`config.mk`:
```
export PLATFORM = sky130hd
export DESIGN_NAME = ddr4_init_seq
export DESIGN_NICKNAME = d
export VERILOG_FILES = /design/src/rtl/ddr4_init_seq_pkg.sv /design/src/rtl/ddr4_init_seq_mr_encode.sv /design/src/rtl/ddr4_init_seq.sv
export SDC_FILE = /design/constraint.sdc
export NUM_CORES = 1
export LEC_CHECK = 0
export ABC_CLOCK_PERIOD_IN_PS = 2830
export BUFFER_PORTS_ARGS = -buffer_cell sky130_fd_sc_hd__clkbuf_2
export CAP_MARGIN = 30
export CORE_MARGIN = 4
export CORE_UTILIZATION = 45
export CTS_BUF_LIST = sky130_fd_sc_hd__clkbuf_8
export CTS_CLUSTER_SIZE = 24
export DETAILED_ROUTE_END_ITERATION = 12
export GPL_TIMING_DRIVEN = 0
export HOLD_SLACK_MARGIN = 0.1
export PLACE_DENSITY_LB_ADDON = 0.3
export SLEW_MARGIN = 5
export SYNTH_ARGS = -nofsm -noshare
export SYNTH_HDL_FRONTEND = slang
export SYNTH_SLANG_ARGS = --single-unit
```
`constraint.sdc`:
```
create_clock -name clock_t -period 2.83 [get_ports clock_t]
set_clock_uncertainty 0.05 [all_clocks]
set_input_delay 0.1415 -clock clock_t [delete_from_list [all_inputs] [get_ports clock_t]]
set_output_delay 0.1415 -clock clock_t [all_outputs]
set_load 0.005 [all_outputs]
```
`src/rtl/ddr4_init_seq_pkg.sv`:
```
// Shared types and constants for the DDR4 power-up / mode-register initialisation sequencer.
package ddr_package;

    typedef enum logic [3:0] {
        IDLE, CKE_LOW, CKE_SETUP, XPR_WAIT, MRS_ISSUE, MRD_WAIT,
        MOD_WAIT, ZQ_ISSUE, ZQ_WAIT, DONE, ERR
    } state_t;

    typedef enum logic [1:0] {
        CMD_DES  = 2'd0,
        CMD_MRS  = 2'd1,
        CMD_ZQCL = 2'd2
    } cmd_t;

    // addr = {BG0,BA1,BA0} selects the MR; a[17:0] is the address-bus payload.
    // Fields: MR0 bl a[1:0], rd a[6:4]/a[2], DLL reset a[8]; MR1 DLL en a[0], al a[4:3];
    // MR2 wr a[11:9]; MR4 r_pre a[11], w_pre a[12]; MR6 cas a[13:10]; MR3/MR5 all zero.
    typedef struct packed {
        logic [2:0]  addr;
        logic [17:0] a;
    } mode_register_type;

    localparam logic [2:0] MR0_ADDR = 3'd0;
    localparam logic [2:0] MR1_ADDR = 3'd1;
    localparam logic [2:0] MR2_ADDR = 3'd2;
    localparam logic [2:0] MR3_ADDR = 3'd3;
    localparam logic [2:0] MR4_ADDR = 3'd4;
    localparam logic [2:0] MR5_ADDR = 3'd5;
    localparam logic [2:0] MR6_ADDR = 3'd6;

    typedef struct packed {
        logic [4:0] cas_dly;
        logic [4:0] wr_dly;
        logic [4:0] rd_dly;
        logic       w_pre;
        logic       r_pre;
        logic [1:0] al_dly;
        logic [1:0] burst_length;
    } cfg_t;

    function automatic logic [2:0] mr_order(input logic [2:0] step);
        case (step)
            3'd0:    return MR3_ADDR;
            3'd1:    return MR6_ADDR;
            3'd2:    return MR5_ADDR;
            3'd3:    return MR4_ADDR;
            3'd4:    return MR2_ADDR;
            3'd5:    return MR1_ADDR;
            default: return MR0_ADDR;
        endcase
    endfunction

    function automatic logic cfg_legal(input cfg_t c);
        return (c.cas_dly >= 5'd9)  && (c.cas_dly <= 5'd16) &&
               (c.wr_dly  >= 5'd10) && (c.wr_dly  <= 5'd24) && !c.wr_dly[0] &&
               (c.rd_dly  >= 5'd9)  && (c.rd_dly  <= 5'd24);
    endfunction

endpackage

```
`src/rtl/ddr4_init_seq_mr_encode.sv`:
```
// Combinational assembly of one DDR4 mode-register word from the captured configuration.
module ddr4_mr_encode
    import ddr_package::*;
(
    input  logic [2:0]        mr_idx,
    input  cfg_t              cfg,
    output mode_register_type mode_reg
);

    logic [3:0] cas;
    logic [2:0] wr;
    logic [3:0] rd;

    always_comb begin
        cas = 4'(cfg.cas_dly - 5'd9);
        wr  = 3'((cfg.wr_dly - 5'd10) >> 1);
        rd  = 4'(cfg.rd_dly - 5'd9);

        mode_reg      = '0;
        mode_reg.addr = mr_idx;
        case (mr_idx)
            MR0_ADDR: begin
                mode_reg.a[1:0] = cfg.burst_length;
                mode_reg.a[2]   = rd[0];
                mode_reg.a[6:4] = rd[3:1];
                mode_reg.a[8]   = 1'b1;
            end
            MR1_ADDR: begin
                mode_reg.a[0]   = 1'b1;
                mode_reg.a[4:3] = cfg.al_dly;
            end
            MR2_ADDR: mode_reg.a[11:9] = wr;
            MR4_ADDR: begin
                mode_reg.a[11] = cfg.r_pre;
                mode_reg.a[12] = cfg.w_pre;
            end
            MR6_ADDR: mode_reg.a[13:10] = cas;
            default: ;
        endcase
    end

endmodule

```
`src/rtl/ddr4_init_seq.sv`:
```
// DDR4 initialisation sequencer: CKE bring-up, per-rank MR3..MR0 programming and ZQCL calibration.
module ddr4_init_seq
    import ddr_package::*;
#(
    parameter int unsigned NUM_RANKS = 1,
    parameter int unsigned T_CKE_L   = 10,
    parameter int unsigned T_IS      = 2,
    parameter int unsigned T_XPR     = 12,
    parameter int unsigned T_MRD     = 8,
    parameter int unsigned T_MOD     = 24,
    parameter int unsigned T_ZQINIT  = 64,
    parameter int unsigned CNT_W     = 16
) (
    input  logic                 clock_t,
    input  logic                 reset,
    input  logic                 start,
    input  logic [4:0]           cas_dly,
    input  logic [4:0]           wr_dly,
    input  logic [4:0]           rd_dly,
    input  logic                 w_pre,
    input  logic                 r_pre,
    input  logic [1:0]           al_dly,
    input  logic [1:0]           burst_length,
    input  logic                 cmd_ready,
    output logic [NUM_RANKS-1:0] cke,
    output logic                 cmd_valid,
    output logic [1:0]           cmd_type,
    output logic [1:0]           cmd_rank,
    output mode_register_type    mode_reg,
    output logic                 busy,
    output logic                 config_done,
    output logic                 cfg_err
);

    state_t            state, next_state;
    logic [CNT_W-1:0]  cnt, cnt_load;
    logic [1:0]        rank;
    logic [2:0]        step;
    logic [2:0]        mr_idx;
    cfg_t              cfg, cfg_in;
    mode_register_type mr_word;
    logic              wait_done, last_rank, last_step, can_start;

    assign cfg_in    = {cas_dly, wr_dly, rd_dly, w_pre, r_pre, al_dly, burst_length};
    assign wait_done = (cnt == '0);
    assign last_rank = (rank == 2'(NUM_RANKS - 1));
    assign last_step = (step == 3'd6);
    assign can_start = start && ((state == IDLE) || (state == DONE) || (state == ERR));
    assign mr_idx    = mr_order(step);

    ddr4_mr_encode u_mr_encode (
        .mr_idx   (mr_idx),
        .cfg      (cfg),
        .mode_reg (mr_word)
    );

    always_ff @(posedge clock_t) begin
        if (reset) begin
            state <= IDLE;
            cnt   <= '0;
            rank  <= '0;
            step  <= '0;
            cfg   <= '0;
        end else begin
            state <= next_state;
            // Every wait state is entered from a different state, so a change of state marks entry.
            if (next_state != state)
                cnt <= cnt_load;
            else if (cnt != '0)
                cnt <= cnt - CNT_W'(1);
            if (can_start) begin
                cfg  <= cfg_in;
                rank <= '0;
                step <= '0;
            end
            if (state == MRS_ISSUE && cmd_ready)
                step <= last_step ? 3'd0 : step + 3'd1;
            if (state == ZQ_WAIT && wait_done && !last_rank)
                rank <= rank + 2'd1;
        end
    end

    always_comb begin
        next_state = state;
        case (state)
            IDLE, DONE, ERR: if (can_start) next_state = cfg_legal(cfg_in) ? CKE_LOW : ERR;
            CKE_LOW:   if (wait_done) next_state = CKE_SETUP;
            CKE_SETUP: if (wait_done) next_state = XPR_WAIT;
            XPR_WAIT:  if (wait_done) next_state = MRS_ISSUE;
            MRS_ISSUE: if (cmd_ready) next_state = last_step ? MOD_WAIT : MRD_WAIT;
            MRD_WAIT:  if (wait_done) next_state = MRS_ISSUE;
            MOD_WAIT:  if (wait_done) next_state = ZQ_ISSUE;
            ZQ_ISSUE:  if (cmd_ready) next_state = ZQ_WAIT;
            ZQ_WAIT:   if (wait_done) next_state = last_rank ? DONE : MRS_ISSUE;
            default:   next_state = IDLE;
        endcase
    end

    always_comb begin
        cnt_load = '0;
        case (next_state)
            CKE_LOW:   cnt_load = CNT_W'(T_CKE_L - 1);
            CKE_SETUP: cnt_load = CNT_W'(T_IS - 1);
            XPR_WAIT:  cnt_load = CNT_W'(T_XPR - 1);
            MRD_WAIT:  cnt_load = CNT_W'(T_MRD - 1);
            MOD_WAIT:  cnt_load = CNT_W'(T_MOD - 1);
            ZQ_WAIT:   cnt_load = CNT_W'(T_ZQINIT - 1);
            default:   cnt_load = '0;
        endcase
    end

    always_comb begin
        cke         = '0;
        busy        = 1'b0;
        cmd_type    = CMD_DES;
        mode_reg    = '0;
        config_done = 1'b0;
        cfg_err     = 1'b0;
        case (state)
            CKE_LOW: busy = 1'b1;
            CKE_SETUP, XPR_WAIT, MRD_WAIT, MOD_WAIT, ZQ_WAIT: begin
                busy = 1'b1;
                cke  = '1;
            end
            MRS_ISSUE: begin
                busy     = 1'b1;
                cke      = '1;
                cmd_type = CMD_MRS;
                mode_reg = mr_word;
            end
            ZQ_ISSUE: begin
                busy     = 1'b1;
                cke      = '1;
                cmd_type = CMD_ZQCL;
                mode_reg = '1;
            end
            DONE: begin
                cke         = '1;
                config_done = 1'b1;
            end
            ERR:     cfg_err = 1'b1;
            default: ;
        endcase
        cmd_valid = busy;
        cmd_rank  = busy ? rank : 2'd0;
    end

endmodule

```
==> results.json, run 1 <==
{
  "p_int_mw": 2.17,
  "tightest_slew_ns": 0.640,
  "first_global_vias": 2661,
  "first_iter_violations": 140,
  "synthAdderAreaFrac": 0.0251,
  "r2r_start": "cnt[0]",
  "hp-class": "in2reg",
  "syn_to_final_growth_pct": 23.3,
  "finalNetCount": 467,
  "ys.flop_type": "dfxtp_1",
  "fin_ws_ns": 0.0546,
  "synth_area_per_cell_um2": 8.48,
  "p_per_area_nw_per_um2": 1100,
  "synth-seq-cells": 42,
  "top_level_ports": 55,
  "fill_cells": 595,
  "place_ws_ns": 0.0757,
  "status": "finished clean",
  "drc": 0,
  "max_freq_ghz": 0.360,
  "end_kind": "register",
  "synth.most_common_cell": "dfxtp_1",
  "p_sw_mw": 1.88,
  "whs_path_depth": 3,
  "antennaDiodeCount": 0,
  "synth-xor-area-share": 0.0669,
  "syn-cell-area_um2": 2990,
  "ff2ff_setup_slack_ns": 0.16,
  "yosysTopAreaCell": "dfxtp_1",
  "totalPowerFinal_mw": 4.05,
  "cts_inserted_buffers": 5,
  "r2r_end": "cnt[0]",
  "cts_root_buf": "clkbuf_8",
  "clk_latency_ns": 0.30,
  "instances_no_fill": 514,
  "drt_wl_total_um": 7870,
  "htree_levels": 2,
  "fp.coreArea_um2": 6420,
  "start_util": 0.466,
  "drtAntennaViolNets": 0,
  "vias": 2842,
  "slew_headroom": 0.573,
  "hold_start": "reset",
  "cp.required_ns": 2.96,
  "synth_cells": 353,
  "gp_congestion": 0.867,
  "post_route_cells_drive_above_1_share": 0.275,
  "tritoncts": "done",
  "synth_mux_area_frac": 0.0894,
  "dp.cells": 484,
  "die-area_um2": 8020,
  "cp_cell_sequence": "dlygate4sd3_1, clkbuf_2, o31ai_1, xor2_1, nor4_2, o221ai_4, mux2_4, nand2_4, buf_8, o22ai_1",
  "synth_simple_gate_area_frac": 0.300,
  "clock_power_share": 0.096,
  "placed_area_um2": 3360,
  "min_to": "state[1]",
  "finalHoldViolCount": 0,
  "cpPeakStageDelay_ns": 0.57,
  "fin_crit_sh": 0.981,
  "post_drt_via_cell_ratio": 5.53,
  "track_usage": 0.197,
  "io_buffer_count": 54,
  "maxSlewViolCount": 0,
  "seqPwrFrac": 0.215,
  "clkSinkCount": 42,
  "cp_slowest_cell": "nor4_2",
  "crit_path_start_kind": "input port",
  "synth-edff-count": 0,
  "grt-ovfl-total": 0,
  "finalSetupViolations": 0,
  "path_class": "in2reg",
  "synth_fp_nets": 384,
  "die_w_um": 89.6,
  "maxCapViolCount": 0,
  "finalCriticalPeriod_ns": 2.78,
  "synth.distinct_cells": 71,
  "reg2regPathDepth": 11,
  "synthArstFlopShare": 0,
  "p_leak_nw": 1.55,
  "arrival_ns": 2.91,
  "pwr-share-comb": 0.689,
  "synthTopCellsByCount": "42 x dfxtp_1, 37 x nor2_1, 23 x mux2i_1",
  "grt_pass1_wl_um": 12400,
  "yosysWarnings": 0,
  "grt_antenna_before_repair": 0,
  "rsz0062_at_grt": "no",
  "yosysSeqAreaShare": 0.281,
  "wl_per_cell_um": 15.3,
  "synth_area_leaders": "dfxtp_1 28%, mux2i_1 7.7%, nor2_1 4.6%, xnor2_1 3.8%, nor3_2 3.3%",
  "grt_max_degree": 14,
  "synth_top_area_share": 0.281,
  "die_y_um": 89.6,
  "clk_pin_slew_ns": 0.09,
  "power_switching_share": 0.465,
  "crit_path_max_fanout": 10,
  "synth_top_family_by_area": "simple AND/OR/NAND/NOR gates",
  "irDropWorstVdd_v": 0.00105,
  "clock_path_buffers": 2,
  "drt_first_pass_iters": 4,
  "synth_compound_area_frac": 0.167,
  "rows": 29,
  "finalInstanceArea_um2": 3690,
  "dp_hpwl_um": 5570,
  "fin_tns_setup_ns": 0
}
cells by family (layout without fill, tap and decap cells):
kind of cell	Yosys count	after routing
AND/OR/NAND/NOR	149	149
multiplexers	26	26
AO/OA/AOI/OAI	66	67
flip-flops	42	42
XOR/XNOR	22	22
adder cells (fa/ha/maj)	6	6
buffers and inverters	42	125
how the worst max path moves through the flow:
stage	endpoint	cells past startpoint	startpoint	slack [ns]
global placement	cnt[1]	10	cnt[0]	0.13
detailed placement	cnt[1]	10	cnt[0]	0.08
CTS	cnt[11]	11	cnt[0]	0.05
floorplan	cnt[1]	10	cnt[0]	0.40
finish	cnt[0]	10	rd_dly[0]	0.05
global route	cnt[9]	10	rd_dly[0]	0.0003
timing repair:
action                                 4_1_cts  5_1_grt
setup buffers                                0        4
hold buffers                                17        0
endpoints found under the hold margin       17        0
gates resized for setup                      0        5
setup endpoints to repair                    0       15
layout make-up:
class | count | area [µm²] | share of cell area
repair buffers | 75 | 470 | 0.127
inverters | 15 | 56.3 | 0.0153
clock inverters | 3 | 17.5 | 0.00475
multi-input cells | 270 | 1980 | 0.537
flip-flops and latches | 42 | 841 | 0.228
well taps | 77 | 96.3 | 0.0261
plain buffers | 27 | 160 | 0.0434
clock buffers | 5 | 68.8 | 0.0186
sequential cells by signal, indices dropped and copies added (netlist names):
signal and flops:
cfg 17, cnt 16, state 4, step 3
rank 2
routing by layer:
metal,global-route usage,vias up,share of wire
li1,-,1428,-
met1,0.258,1331,0.46
met2,0.333,75,0.49
met3,0.0328,8,0.044
met4,0.0568,0,0.0094
met5,0,-,0
critical path: cells and delay by family:
family,cells,cell delay [ns]
buf+inv,3,0.83
simple gates,2,0.66
compound gates,3,0.65
mux,1,0.39
xor+xnor,1,0.23
metrics by stage:
step	hold WS, ns	util
after floorplan	0.239	-
after global placement	0.332	0.523
after detailed placement	0.336	0.523
after CTS	0.158	0.563
after global routing	0.181	0.575
final	0.156	0.575
layout by cell type (no fill, tap or decap), types with 5 or more instances in the layout:
cell	n
buf_4	11
clkbuf_2	54
buf_2	5
dfxtp_1	42
nor2b_1	5
clkbuf_8	5
inv_1	15
a21oi_1	13
nor3_1	14
and2_1	8
nor3_2	10
mux2i_1	22
xor2_1	8
clkbuf_1	11
nand3_1	10
o21ai_0	16
xnor2_1	13
dlygate4sd3_1	17
nor2_1	37
ha_1	6
nand2_1	22
power by group through the flow:
stage	Combinational, mW	Sequential [mW]	Clock, mW
3_3_place_gp	2.55	0.870	0
2_1_floorplan	2.12	0.845	0
5_1_grt	3.07	0.893	0.421
6_report	2.79	0.870	0.388
3_5_place_dp	2.59	0.877	0
4_1_cts	2.62	0.863	0.399
No activity file was read; power rests on OpenSTA's default activity.
==> run 2: changes to the inputs <==
--- a/config.mk
+++ b/config.mk
@@ -19,4 +19,5 @@
 export SLEW_MARGIN = 5
 export SYNTH_ARGS = -nofsm -noshare
 export SYNTH_HDL_FRONTEND = slang
+export SYNTH_HIERARCHICAL = 1
 export SYNTH_SLANG_ARGS = --single-unit
==> run 2 against run 1 <==
Cell area increased by 5.4%. Sequential power is 10% higher. First-iteration DRC count rose by 62%. Highest routed layer unchanged. Sequential share of layout area decreased by 1.1 points. Power down 0.44%. Via count up 7.7%. Global-route usage decreased by 0.94 points. Cell count rose by 9.1%. Wire length fell by 0.45%. Non-clock buffer count grew 6. Area after synthesis up 2.8%. Fmax up 0.95%.
==> results.json, run 2 <==
{
  "grt_antenna_before_repair": 0,
  "fill_cells": 578,
  "start_util": 0.474,
  "clk_latency_ns": 0.30,
  "post_drt_via_cell_ratio": 5.45,
  "track_usage": 0.188,
  "gp_congestion": 0.891,
  "fin_tns_setup_ns": 0,
  "fin_ws_ns": 0.0807,
  "slew_headroom": 0.349,
  "totalPowerFinal_mw": 4.03,
  "r2r_start": "state[1]",
  "die-area_um2": 8220,
  "end_kind": "register",
  "p_sw_mw": 1.81,
  "ff2ff_setup_slack_ns": 0.08,
  "finalHoldViolCount": 0,
  "first_iter_violations": 227,
  "reg_top3": "cfg (17), cnt (16), state (4)",
  "seqPwrFrac": 0.238,
  "clkSinkCount": 42,
  "syn_to_final_growth_pct": 26.4,
  "rows": 29,
  "top_level_ports": 55,
  "finalNetCount": 515,
  "dp_hpwl_um": 5810,
  "syn-cell-area_um2": 3080,
  "tritoncts": "done",
  "mostFrequentLayoutCell": "nand2_1",
  "largest-register": "cfg",
  "finalSetupViolations": 0,
  "power_switching_share": 0.449,
  "startpoint": "state[1]",
  "yosysWarnings": 6,
  "rsz0062_at_grt": "no",
  "cp.required_ns": 2.98,
  "cts_root_buf": "clkbuf_8",
  "grt_max_degree": 14,
  "finalCriticalPeriod_ns": 2.75,
  "placed_area_um2": 3450,
  "maxCapViolCount": 0,
  "p_per_area_nw_per_um2": 1040,
  "wl_per_cell_um": 14.0,
  "drt_wl_total_um": 7830,
  "path_class": "reg2reg",
  "grt-ovfl-total": 0,
  "endpoint": "cnt[1]",
  "p_int_mw": 2.22,
  "arrival_ns": 2.90,
  "htree_levels": 2,
  "io_buffer_count": 53,
  "post_route_cells_drive_above_1_share": 0.248,
  "r2r_end": "cnt[1]",
  "die_w_um": 90.7,
  "finalInstanceArea_um2": 3890,
  "clock_path_buffers": 2,
  "fin_crit_sh": 0.971,
  "reg2regPathDepth": 10,
  "status": "finished clean",
  "fp.coreArea_um2": 6490,
  "grt_pass1_wl_um": 13000,
  "clk_pin_slew_ns": 0.08,
  "max_freq_ghz": 0.364,
  "crit_path_start_kind": "register",
  "synth_area_per_cell_um2": 7.73,
  "pwr-share-comb": 0.644,
  "maxSlewViolCount": 0,
  "post-route-util": 0.599,
  "antennaDiodeCount": 0,
  "drc": 0,
  "irDropWorstVdd_v": 0.000414,
  "place_ws_ns": -0.106,
  "clock_power_share": 0.118,
  "layout_common_cells": "62 x nand2_1, 51 x clkbuf_2, 43 x nor2_1, 39 x dfxtp_1, 23 x nor3_1",
  "drt_first_pass_iters": 5,
  "hp-class": "in2reg",
  "drtAntennaViolNets": 0,
  "tightest_slew_ns": 0.967,
  "largest_reg_flops": 17,
  "vias": 3060,
  "die_y_um": 90.7,
  "crit_path_max_fanout": 10,
  "first_global_vias": 2836,
  "p_leak_nw": 1.76,
  "cts_inserted_buffers": 5,
  "synth_cells": 398
}
[run 2: how the worst min path moves through the flow]
| stage | start | endpoint | cells past startpoint |
|---|---|---|---|
| 2_1_floorplan | burst_length[0] | cfg[0] | 2 |
| 3_3_place_gp | r_pre | cfg[4] | 3 |
| 3_5_place_dp | burst_length[1] | cfg[1] | 3 |
| 4_1_cts | reset | cnt[4] | 3 |
| 5_1_grt | reset | cnt[4] | 3 |
| 6_report | reset | cnt[4] | 3 |
[run 2: per-layer routing]
layer  track usage  wire (µm)
met5             0          0
met2         0.303       3610
met3        0.0308        401
met4        0.0561        111
met1         0.256       3710
[run 2: power by group through the flow]
stage / Sequential (mW) / Clock, mW / Combinational [mW]
finish: 0.958 / 0.477 / 2.59
global route: 0.989 / 0.514 / 2.88
CTS: 0.937 / 0.486 / 2.38
detailed placement: 0.949 / 0 / 2.34
global placement: 0.942 / 0 / 2.30
floorplan: 0.910 / 0 / 1.91
[run 2: repair_timing]
action,in CTS,in global routing
setup endpoints to repair,15,15
cloned,0,1
resized for setup,2,28
buffers inserted,0,5
hold buffers,17,0
hold endpoints to repair,17,0
pin swaps,1,6
[run 2: layout make-up]
type,instances,area (µm²),share of cell area
timing repair buffer,74,487,0.125
sequential,42,845,0.217
inverter,16,60.1,0.0154
clock inverter,3,41.3,0.0106
clock buffer,5,68.8,0.0177
tap,77,96.3,0.0248
multi-input combinational,310,2060,0.530
buffer,34,230,0.0592
[run 2: critical path, cell delays in order (launching register included)]
cell	delay, ns
dfxtp_1	0.32
buf_6	0.13
buf_12	0.13
buf_6	0.14
nor3_1	0.34
nand2_1	0.12
nor4_1	0.62
nor2_1	0.16
nor2_1	0.20
a211oi_1	0.12
a311oi_1	0.32
[run 2: per-stage QoR]
step	hold slack, ns	std cells
3_5_place_dp	0.334	532
5_1_grt	0.158	561
2_1_floorplan	0.235	402
4_1_cts	0.144	557
6_report	0.135	561
3_3_place_gp	0.330	532
==> run 3: changes to the inputs <==
--- a/config.mk
+++ b/config.mk
@@ -5,7 +5,7 @@
 export SDC_FILE = /design/constraint.sdc
 export NUM_CORES = 1
 export LEC_CHECK = 0
-export ABC_CLOCK_PERIOD_IN_PS = 2830
+export ABC_CLOCK_PERIOD_IN_PS = 3200
 export BUFFER_PORTS_ARGS = -buffer_cell sky130_fd_sc_hd__clkbuf_2
 export CAP_MARGIN = 30
 export CORE_MARGIN = 4
@@ -16,8 +16,6 @@
 export GPL_TIMING_DRIVEN = 0
 export HOLD_SLACK_MARGIN = 0.1
 export PLACE_DENSITY_LB_ADDON = 0.3
-export SLEW_MARGIN = 5
 export SYNTH_ARGS = -nofsm -noshare
 export SYNTH_HDL_FRONTEND = slang
-export SYNTH_HIERARCHICAL = 1
 export SYNTH_SLANG_ARGS = --single-unit
==> constraint.sdc (replaced) <==
create_clock -name clock_t -period 3.2 [get_ports clock_t]
set_clock_uncertainty 0.05 [all_clocks]
set_input_delay 0.16 -clock clock_t [delete_from_list [all_inputs] [get_ports clock_t]]
set_output_delay 0.16 -clock clock_t [all_outputs]
set_load 0.005 [all_outputs]
==> run 3 against run 2 <==
Combinational power fell by 11%. Core utilization down 3.6 points. Largest cell class unchanged. Power down 15%. Critical endpoint is now cnt[10]. Register-to-register slack improved by 0.34 ns.
==> results.json, run 3 (synthesis results as in run 1) <==
{
  "status": "finished clean",
  "tightest_slew_ns": 0.667,
  "hold_start": "reset",
  "end_kind": "register",
  "post-route-util": 0.563,
  "fin_crit_sh": 0.867,
  "fp.coreArea_um2": 6420,
  "drt_first_pass_iters": 5,
  "largest_reg_flops": 17,
  "cpPeakStageDelay_ns": 0.39,
  "fin_tns_setup_ns": 0,
  "cp_cell_sequence": "inv_1, ha_1, nor4b_2, and4_1, buf_2, mux2i_1, o221ai_4, mux2_4, nand2_4, buf_8, nor3_2",
  "finalHoldViolCount": 0,
  "placed_area_um2": 3360,
  "track_usage": 0.197,
  "die_y_um": 89.6,
  "die_w_um": 89.6,
  "top_level_ports": 55,
  "reg2regPathDepth": 11,
  "startpoint": "cnt[0]",
  "post_cts_buffers": 0,
  "syn_to_final_growth_pct": 20.8,
  "clk_pin_slew_ns": 0.09,
  "min_to": "state[1]",
  "r2r_start": "cnt[0]",
  "p_leak_nw": 1.51,
  "cts_root_buf": "clkbuf_8",
  "first_iter_violations": 173,
  "wl_per_cell_um": 15.0,
  "slew_headroom": 0.555,
  "cts_inserted_buffers": 5,
  "finalNetCount": 462,
  "hp-class": "in2reg",
  "grt_max_degree": 14,
  "cp_num_buf_inv": 3,
  "path_class": "reg2reg",
  "tritoncts": "done",
  "drt_wl_total_um": 7620,
  "drtAntennaViolNets": 0,
  "post_route_cells_drive_above_1_share": 0.262,
  "crit_path_start_kind": "register",
  "maxCapViolCount": 0,
  "antennaDiodeCount": 0,
  "finalSetupViolations": 0,
  "ff2ff_setup_slack_ns": 0.43,
  "gp_congestion": 0.867,
  "finalCriticalPeriod_ns": 2.77,
  "rows": 29,
  "die-area_um2": 8020,
  "grt_pass1_wl_um": 12400,
  "finalInstanceArea_um2": 3620,
  "whs_path_depth": 3,
  "clk_latency_ns": 0.30,
  "grt_antenna_before_repair": 0,
  "post_drt_via_cell_ratio": 5.54,
  "arrival_ns": 2.88,
  "irDropWorstVdd_v": 0.000915,
  "layout_common_cells": "54 x clkbuf_2, 42 x dfxtp_1, 37 x nor2_1, 23 x mux2i_1, 22 x nand2_1",
  "cp_slowest_cell": "mux2_4",
  "clock_path_buffers": 2,
  "reg_top3": "cfg (17), cnt (16), state (4)",
  "io_buffer_count": 54,
  "clkSinkCount": 42,
  "htree_levels": 2,
  "max_freq_ghz": 0.360,
  "crit_path_max_fanout": 10,
  "vias": 2818,
  "cp.required_ns": 3.31,
  "start_util": 0.466,
  "r2r_end": "cnt[10]",
  "mostFrequentLayoutCell": "clkbuf_2",
  "first_global_vias": 2661,
  "maxSlewViolCount": 0,
  "drc": 0,
  "dp_hpwl_um": 5570,
  "critPathTopFamily": "multiplexers",
  "largest-register": "cfg",
  "grt-ovfl-total": 0,
  "p_per_area_nw_per_um2": 946,
  "rsz0062_at_grt": "no"
}
-- run 3: repair_timing --
action,in CTS,in global routing
endpoints found under the setup margin,0,0
resized for setup,0,0
hold buffers,17,0
hold endpoints to repair,17,0
-- run 3: metrics by stage --
| step | hold WS (ns) | total power, mW | cells | setup WS, ns |
|---|---|---|---|---|
| floorplan | 0.257 | 2.62 | 353 | 0.769 |
| global placement | 0.351 | 3.02 | 484 | 0.502 |
| detailed placement | 0.355 | 3.06 | 484 | 0.446 |
| CTS | 0.176 | 3.44 | 509 | 0.420 |
| global route | 0.189 | 3.73 | 509 | 0.211 |
| finish | 0.172 | 3.42 | 509 | 0.425 |
-- run 3: how the worst max path moves through the flow --
| stage | end | slack, ns | cells after the start |
|---|---|---|---|
| 4_1_cts | cnt[11] | 0.42 | 11 |
| 5_1_grt | cnt[1] | 0.21 | 10 |
| 6_report | cnt[10] | 0.43 | 11 |
| 3_5_place_dp | cnt[1] | 0.45 | 10 |
| 3_3_place_gp | cnt[1] | 0.50 | 10 |
| 2_1_floorplan | cnt[1] | 0.77 | 10 |
-- run 3: where the power goes --
part	internal (mW)	switching, mW	total, mW
combinational	1.02	1.30	2.31
clock	0.151	0.192	0.343
sequential	0.654	0.111	0.765
-- run 3: final cells by class --
type	count	area [µm²]
Tap cell	77	96.3
Buffer	27	158
Fill cell	603	2810
Clock inverter	3	17.5
Inverter	15	56.3
Sequential cell	42	841
Clock buffer	5	68.8
Multi-Input combinational cell	269	1940
Timing Repair Buffer	71	440
-- run 3: routing by layer --
layer | GRT usage | vias to the layer above | part of all wire
li1 | - | 1411 | -
met1 | 0.258 | 1314 | 0.45
met2 | 0.333 | 81 | 0.48
met3 | 0.0328 | 12 | 0.049
met4 | 0.0568 | 0 | 0.015
met5 | 0 | - | 0
-- run 3: worst register-to-register path, cell delays in order (launching register included) --
cell,delay (ns)
dfxtp_1,0.34
inv_1,0.08
ha_1,0.20
nor4b_2,0.29
and4_1,0.24
buf_2,0.21
mux2i_1,0.31
o221ai_4,0.23
mux2_4,0.39
nand2_4,0.10
buf_8,0.16
nor3_2,0.06
